$ cat src/rtl/euler_ctrl_pkg.sv
// Shared definitions for the Euler step sequencer: state encodings and
// default widths for the step counter and the per-step watchdog.
package euler_ctrl_pkg;

    localparam int DEF_CNT_W = 16;
    localparam int DEF_TO_W  = 12;

    localparam logic [1:0] ST_IDLE = 2'd0;
    localparam logic [1:0] ST_WAIT = 2'd1;
    localparam logic [1:0] ST_FIN  = 2'd2;

    typedef enum logic [1:0] {
        IDLE = ST_IDLE,
        WAIT = ST_WAIT,
        FIN  = ST_FIN
    } state_e;

endpackage

$ cat src/rtl/euler_wdog_cnt.sv
// Per-step watchdog: TO_W-bit counter with synchronous clear and enable.
// Ports: clk (falling edge), rst_async, clr, en in; expire out (cnt == TIMEOUT).
module euler_wdog_cnt
    import euler_ctrl_pkg::*;
#(
    parameter int TO_W    = DEF_TO_W,
    parameter int TIMEOUT = 4095
) (
    input  logic clk,
    input  logic rst_async,
    input  logic clr,
    input  logic en,
    output logic expire
);

    logic [TO_W-1:0] cnt_q;
    logic [TO_W-1:0] cnt_d;

    always_comb begin
        cnt_d = cnt_q;
        if (clr) begin
            cnt_d = '0;
        end else if (en) begin
            cnt_d = cnt_q + TO_W'(1);
        end
    end

    always_ff @(negedge clk or posedge rst_async) begin
        if (rst_async) begin
            cnt_q <= '0;
        end else begin
            cnt_q <= cnt_d;
        end
    end

    // A zero limit disables the watchdog entirely.
    assign expire = (TIMEOUT != 0) && (cnt_q == TO_W'(TIMEOUT));

endmodule

$ cat src/rtl/euler_step_sequencer.sv
// Runs an N-step Euler integration loop: one step_start pulse per step,
// waits for step_done, with watchdog, abort and step index tracking.
// Ports: clk, rst_async, rst_sync, start_req, step_count, step_done, abort in;
//        step_start, step_idx, busy, done, timeout_err out (all registered).
module euler_step_sequencer
    import euler_ctrl_pkg::*;
#(
    parameter int CNT_W   = DEF_CNT_W,
    parameter int TO_W    = DEF_TO_W,
    parameter int TIMEOUT = 4095
) (
    input  logic             clk,
    input  logic             rst_async,
    input  logic             rst_sync,
    input  logic             start_req,
    input  logic [CNT_W-1:0] step_count,
    input  logic             step_done,
    input  logic             abort,
    output logic             step_start,
    output logic [CNT_W-1:0] step_idx,
    output logic             busy,
    output logic             done,
    output logic             timeout_err
);

    state_e           state_q, state_d;
    logic             step_start_q, step_start_d;
    logic [CNT_W-1:0] idx_q, idx_d;
    logic [CNT_W-1:0] target_q, target_d;
    logic             busy_q, busy_d;
    logic             done_q, done_d;
    logic             tmo_q, tmo_d;

    logic wd_clr;
    logic wd_en;
    logic wd_expire;
    logic last_step;

    // One extra bit so idx+1 never wraps back onto a small target.
    assign last_step = ({1'b0, idx_q} + (CNT_W+1)'(1)) == {1'b0, target_q};

    always_comb begin
        state_d      = state_q;
        step_start_d = 1'b0;
        idx_d        = idx_q;
        target_d     = target_q;
        busy_d       = busy_q;
        done_d       = 1'b0;
        tmo_d        = tmo_q;
        if (rst_sync) begin
            state_d  = IDLE;
            idx_d    = '0;
            target_d = '0;
            busy_d   = 1'b0;
            tmo_d    = 1'b0;
        end else begin
            unique case (state_q)
                IDLE: begin
                    if (start_req) begin
                        tmo_d = 1'b0;
                        if (step_count != '0) begin
                            target_d     = step_count;
                            idx_d        = '0;
                            step_start_d = 1'b1;
                            busy_d       = 1'b1;
                            state_d      = WAIT;
                        end else begin
                            done_d  = 1'b1;
                            state_d = FIN;
                        end
                    end
                end
                WAIT: begin
                    // A step cannot finish on its own launch cycle.
                    if (abort) begin
                        busy_d  = 1'b0;
                        state_d = IDLE;
                    end else if (step_done && !step_start_q) begin
                        if (last_step) begin
                            done_d  = 1'b1;
                            busy_d  = 1'b0;
                            state_d = FIN;
                        end else begin
                            idx_d        = idx_q + CNT_W'(1);
                            step_start_d = 1'b1;
                        end
                    end else if (wd_expire) begin
                        tmo_d   = 1'b1;
                        busy_d  = 1'b0;
                        state_d = IDLE;
                    end
                end
                FIN: begin
                    busy_d  = 1'b0;
                    state_d = IDLE;
                end
                default: begin
                    busy_d  = 1'b0;
                    state_d = IDLE;
                end
            endcase
        end
    end

    // Counter restarts with every launch and only runs between launches.
    assign wd_clr = rst_sync || (state_q != WAIT) || step_start_d;
    assign wd_en  = (state_q == WAIT) && !step_start_q;

    euler_wdog_cnt #(
        .TO_W    (TO_W),
        .TIMEOUT (TIMEOUT)
    ) u_wdog (
        .clk       (clk),
        .rst_async (rst_async),
        .clr       (wd_clr),
        .en        (wd_en),
        .expire    (wd_expire)
    );

    always_ff @(negedge clk or posedge rst_async) begin
        if (rst_async) begin
            state_q      <= IDLE;
            step_start_q <= 1'b0;
            idx_q        <= '0;
            target_q     <= '0;
            busy_q       <= 1'b0;
            done_q       <= 1'b0;
            tmo_q        <= 1'b0;
        end else begin
            state_q      <= state_d;
            step_start_q <= step_start_d;
            idx_q        <= idx_d;
            target_q     <= target_d;
            busy_q       <= busy_d;
            done_q       <= done_d;
            tmo_q        <= tmo_d;
        end
    end

    assign step_start  = step_start_q;
    assign step_idx    = idx_q;
    assign busy        = busy_q;
    assign done        = done_q;
    assign timeout_err = tmo_q;

endmodule
$ cat config.mk
export PLATFORM = sky130hd
export DESIGN_NAME = euler_step_sequencer
export DESIGN_NICKNAME = d
export VERILOG_FILES = /design/src/rtl/euler_ctrl_pkg.sv /design/src/rtl/euler_wdog_cnt.sv /design/src/rtl/euler_step_sequencer.sv
export SDC_FILE = /design/constraint.sdc
export NUM_CORES = 1
export LEC_CHECK = 0
export CAP_MARGIN = 40
export CORE_MARGIN = 8
export CORE_UTILIZATION = 55
export DETAILED_ROUTE_END_ITERATION = 8
export GPL_ROUTABILITY_DRIVEN = 0
export PLACE_DENSITY = 0.84
export SLEW_MARGIN = 10
export SYNTH_ARGS = -nofsm -noshare
export SYNTH_HDL_FRONTEND = slang
export SYNTH_HIERARCHICAL = 1
export SYNTH_SLANG_ARGS = --single-unit
$ cat constraint.sdc
create_clock -name clk -period 4.2 [get_ports clk]
set_clock_uncertainty 0.15 [all_clocks]
set_input_delay 0.42 -clock clk [delete_from_list [all_inputs] [get_ports clk]]
set_output_delay 0.42 -clock clk [all_outputs]
set_load 0.01 [all_outputs]
# Word-level counts from Yosys, hierarchy flattened
# Cells that the tools add are included.
[op_classes]
add_sub_neg = 3
multipliers = 0
div_mod_pow = 0
order_cmp = 0
eq_ne = 13
n_shift = 0
muxes = 49
n_bitwise = 0
n_reduce_logical = 17
[op_table]
columns = ["cell", "count"]
rows = [
  ["$mux 16", 10],
  ["$pmux 16 s2", 1],
  ["$mux 1", 24],
  ["$mux 12", 2],
  ["$ne 3x3->1 const B", 6],
  ["$add 16x1->17 const B", 1],
  ["$eq 17x16->1", 1],
  ["$add 16x1->16 const B", 1],
  ["$reduce_bool 16->1", 1],
  ["$mux 2", 7],
  ["$add 12x1->12 const B", 1],
  ["$eq 12x12->1 const B", 1],
  ["$pmux 1 s2", 4],
  ["$reduce_bool 2->1", 4],
  ["$reduce_and 3->1", 2],
  ["$reduce_and 6->1", 1],
  ["$ne 5x4->1 const B", 1],
  ["$ne 5x5->1 const B", 1],
  ["$reduce_and 5->1", 1],
  ["$pmux 2 s2", 1],
  ["$reduce_and 4->1", 1],
  ["$ne 3x2->1 const B", 1],
  ["$reduce_bool 3->1", 1],
  ["$eq 2x1->1 const B", 1],
  ["5 further kinds", 7],
]
[totals]
reg_bits = 50
latch_bits = 0
mem_bits_rw = 0
rom_bits = 0
in_bits = 22
output_inout_bits = 20
wordCells = 90
n_memories = 0

# Longest topological paths before layout
# Gate-level depths: netlist of run 1.
[depth]
depth_word = 9
depth_mapped = 14

# Hierarchy
# Netlist of run 1, hierarchy kept.
[by_module_without_submodules]
columns = ["mod", "instances", "cells_per_inst", "area_per_inst_um2", "seq_area_each_um2"]
rows = [
  ["euler_step_sequencer", 1, 244, 2351.0, 950.9],
  ["euler_wdog_cnt", 1, 60, 609.3, 300.3],
]

==> qor_table.md, run 1 <==
| Quantity | Reported | Unit |
| --- | --- | --- |
| Clock slew at reported path FFs | 0.07 | ns |
| Sequential area share after synthesis | 42.27 | % |
| Number of DRC violations after detailed routing | 0 | - |
| Worst hold path endpoint | timeout_err | - |
| Peak supply drop | 0.2170 | mV |
| Die H | 89.37 | um |
| Worst min-delay path startpoint | timeout_err | - |
| Post-synthesis instance area | 2960 | um^2 |
| Insertion delay of the later-clocked pin in the worst-skew pair | 0.32 | ns |
| Number of buffers created by CTS | 5 | - |
| Worst Path Class, Setup | input port to register | - |
| Initial DRT Pass Iterations | 5 | - |
| Number of placed I/O pins | 42 | - |
| Synthesized netlist net count | 328 | - |
| Master of the slowest instance on the critical path | clkdlybuf4s50_1 | - |
| Hold buffers post-CTS | 0 | - |
| Starting DRC count in detailed routing | 388 | - |
| Max Buffers Root-to-Sink | 2 | - |
| Via count of the routed design | 2913 | - |
| Cell count after synthesis | 304 | - |
| Category of the worst setup path capture point | register | - |
| GRT Total Usage | 20.85 | % |
| Relative area change from synthesis to final layout | 34.15 | % |
| Biggest cell delay along the critical path | 0.50 | ns |
| Root buf cell | clkbuf_8 | - |
| Share of final-layout standard cells stronger than drive strength 1 | 22.51 | % |
| Vias per cell | 6.445 | - |
| Depth of the worst register-to-register path | 12 | - |
| Buffers on Ports | 41 | - |
| Final setup viols | 0 | - |
| Remaining global-route overflow | 0 | - |
| Number of buffer and inverter instances along the worst setup path | 2 | - |
| Startpoint class of the critical path | input port | - |
| Setup Total Neg Slack | 0 | ns |
| Worst endpoint required time | 2.09 | ns |
| Number of cells in the finished layout apart from fillers | 452 | - |
| Wire length of the first global-routing pass | 13170 | um |
| Final WS setup | 0.03610 | ns |
| Final design utilization | 77.26 | % |
| DP Worst Slack | -0.3627 | ns |
| Detail Route Antenna Nets | 0 | - |
| Flop and latch count out of synthesis | 50 | - |
| Average cell area after synthesis | 9.738 | um^2 |
| Detail Route met2 WL | 4006 | um |
| Die width | 89.37 | um |
| Site Rows | 26 | - |
| Die area | 7986 | um^2 |
| Result of the run | finished, final reports clean | - |
| Unrepaired setup endpoints after global routing | true | - |
| Number of warnings issued by yosys | 6 | - |
| Maximum number of pins on one net before global-route repair | 39 | - |
| Antenna diodes | 0 | - |
| Routed met3 length | 641 | um |
| Capture instance of the worst register-to-register path | step_idx[3] | - |
| Max Cap Violations | 0 | - |
| Arrival time at the worst endpoint | 2.06 | ns |
| Metal1 wirelength | 3304 | um |
| Instance count along the most critical hold path | 1 | - |
| Number of cells in the design after placement | 436 | - |
| Worst max-slew margin expressed relative to the limit | 61.25 | % |
| Hold/Removal Path Class | register to register | - |
| CTS tree | built | - |
| Starting utilization of the core area | 57.59 | % |
| Biggest fanout along the worst timing path | 16 | - |
| Slack of the worst reg-to-reg path | 0.59 | ns |
| Net total in the final layout | 405 | - |
| Total wire length | 8182 | um |
| Cells along the critical path | clkdlybuf4s50_1 > nor4_2 > nand4_1 > o22ai_2 > buf_6 > o311ai_0 > o31ai_1 | - |
| Worst slew pin tran | 0.5791 | ns |
| Max layer used | met4 | - |
| Final Max Tran Viols | 0 | - |
| Core area | 5140 | um^2 |
| Total of fill cells in the finished design | 349 | - |
| Leakage dissipation | 1.676 | nW |
| Final hold violation count | 0 | - |
| Number of antenna violations at the first check in global routing | 0 | - |
| DP HPWL | 5671 | um |
| CTS sink count | 50 | - |
| Average detailed-routed wire length per instance | 18.10 | um |
| Beginning of the worst register-to-register path | step_idx[0] | - |
| Kind of cell with the highest combined delay on the critical path | compound AO/OA/AOI/OAI gates | - |
| Number of distinct library cells after synthesis | 57 | - |
| H-tree level count | 2 | - |
| Vias in the first global route | 2828 | - |
| PD cells | 263.5 | nW/um^2 |
==> registers in the layout, summed over array words and instances (netlist names) <==
signal	flops
target_q	16
timeout_err	1
state_q	2
step_start	1
step_idx	16
u_wdog/cnt_q	12
busy	1
done	1
==> repair_timing <==
| action | 4_1_cts | 5_1_grt |
|---|---|---|
| gates cloned | 0 | 1 |
| resized for setup | 1 | 32 |
| setup buffers | 1 | 6 |
| endpoints found under the setup margin | 20 | 36 |
| pin swaps | 0 | 10 |
==> cell families after synthesis <==
group / Yosys count / share of synthesized area [%]
xor+xnor: 18 / 5.325
mux: 5 / 1.775
fa+ha+maj: 2 / 0.8452
flops: 50 / 42.27
simple gates: 115 / 21.89
buf+inv: 30 / 5.494
compound gates: 84 / 22.40
==> how the worst max path moves through the flow <==
stage                      end  cells past startpoint           start  slack [ns]
2_1_floorplan  u_wdog/cnt_q[8]                      8       step_done       0.003
3_3_place_gp       target_q[7]                      8           abort       -0.30
3_5_place_dp       target_q[6]                      8           abort       -0.36
4_1_cts           step_idx[14]                      7        rst_sync        0.02
5_1_grt            step_idx[3]                      7  step_count[13]       -0.04
6_report           step_idx[3]                      7   step_count[7]        0.04
==> layout make-up <==
| cell class | instances | area (um^2) | area share (%) |
|---|---|---|---|
| Sequential cell | 50 | 1251 | 31.51 |
| Tap cell | 70 | 87.58 | 2.205 |
| Timing Repair Buffer | 90 | 828.3 | 20.86 |
| Clock inverter | 3 | 48.80 | 1.229 |
| Multi-Input combinational cell | 225 | 1653 | 41.62 |
| Clock buffer | 5 | 68.82 | 1.733 |
| Inverter | 9 | 33.78 | 0.8507 |
==> report_power, final <==
group / internal, mW / switching [mW] / total [mW] / leakage [nW]
Clock: 0.182 / 0.179 / 0.361 / 0.0563
Combinational: 0.0834 / 0.0863 / 0.170 / 0.934
Sequential: 0.500 / 0.0161 / 0.516 / 0.686
Total: 0.765 / 0.282 / 1.05 / 1.68
==> cells in the mapped netlist, drive strengths merged <==
| cell | n | share of area (%) |
|---|---|---|
| a32oi | 1 | 0.30 |
| o22ai | 4 | 1.1 |
| a211oi | 3 | 0.76 |
| a31oi | 1 | 0.21 |
| o31ai | 14 | 3.6 |
| nand2b | 5 | 1.1 |
| dfrtn | 50 | 42 |
| xnor2 | 10 | 3.0 |
| nand4 | 12 | 3.0 |
| clkbuf | 8 | 1.1 |
| o21ai | 9 | 1.5 |
| o22a | 1 | 0.30 |
| nand3 | 13 | 2.4 |
| or3 | 8 | 1.7 |
| a2bb2oi | 1 | 0.30 |
| or4 | 7 | 1.8 |
| nor3b | 1 | 0.42 |
| buf | 13 | 3.3 |
| and2 | 1 | 0.21 |
| or4b | 1 | 0.34 |
| ha | 2 | 0.85 |
| nor3 | 7 | 1.2 |
| a31o | 1 | 0.30 |
| a211o | 2 | 0.59 |
| a22o | 16 | 4.7 |
| a21oi | 9 | 1.5 |
| or2 | 3 | 0.63 |
| o2111ai | 2 | 1.2 |
| inv | 9 | 1.1 |
| and4 | 4 | 1.3 |
| and3 | 3 | 0.63 |
| nor4 | 8 | 1.7 |
| mux2 | 2 | 0.76 |
| o21a | 1 | 0.25 |
| nor2 | 21 | 2.7 |
| o211ai | 7 | 1.9 |
| nand2 | 20 | 2.5 |
| o311ai | 11 | 3.5 |
| mux2i | 3 | 1.0 |
| xor2 | 8 | 2.4 |
| o21bai | 1 | 0.38 |
| nand4b | 1 | 0.30 |
==> stage by stage <==
| stage | instance area [um^2] | hold slack (ns) | power [mW] |
|---|---|---|---|
| 6_report | 3971 | 0.2840 | 1.047 |
| 5_1_grt | 3971 | 0.3207 | 1.081 |
| 4_1_cts | 3810 | 0.2879 | 1.037 |
| 3_5_place_dp | 3682 | 0.2874 | 0.6793 |
| 3_3_place_gp | 3682 | 0.2877 | 0.6729 |
| 2_1_floorplan | 2988 | 0.3039 | 0.6037 |
==> layer usage <==
metal | up-vias | track usage, %
li1 | 1332 | -
met1 | 1387 | 25.25
met2 | 171 | 35.35
met3 | 23 | 3.585
met4 | 0 | 9.215
met5 | - | 0
==> cells in the final DEF, fill, tap and decap left out, types with 6 or more instances in the layout <==
cell type / Yosys / routed
buf_6: 5 / 6
a21oi_1: 9 / 6
buf_4: 1 / 42
o311ai_1: 3 / 7
dfrtn_1: 50 / 50
nand2_1: 20 / 20
nor3_1: 7 / 7
xnor2_1: 10 / 10
o211ai_1: 6 / 6
clkdlybuf4s50_1: 0 / 35
inv_1: 9 / 9
nand4_1: 11 / 11
a22o_1: 16 / 16
or3_1: 8 / 8
dlymetal6s2s_1: 0 / 6
xor2_1: 8 / 8
nor2_1: 21 / 20
nand3_1: 12 / 12
o31ai_1: 14 / 13
No activity file was read; power rests on OpenSTA's default activity.
==> run 2: changes to the inputs <==
CAP_MARGIN = 20   (was 40)
==> results of run 2 <==
No change in the layout: final DEF, timing and power equal those of run 1.
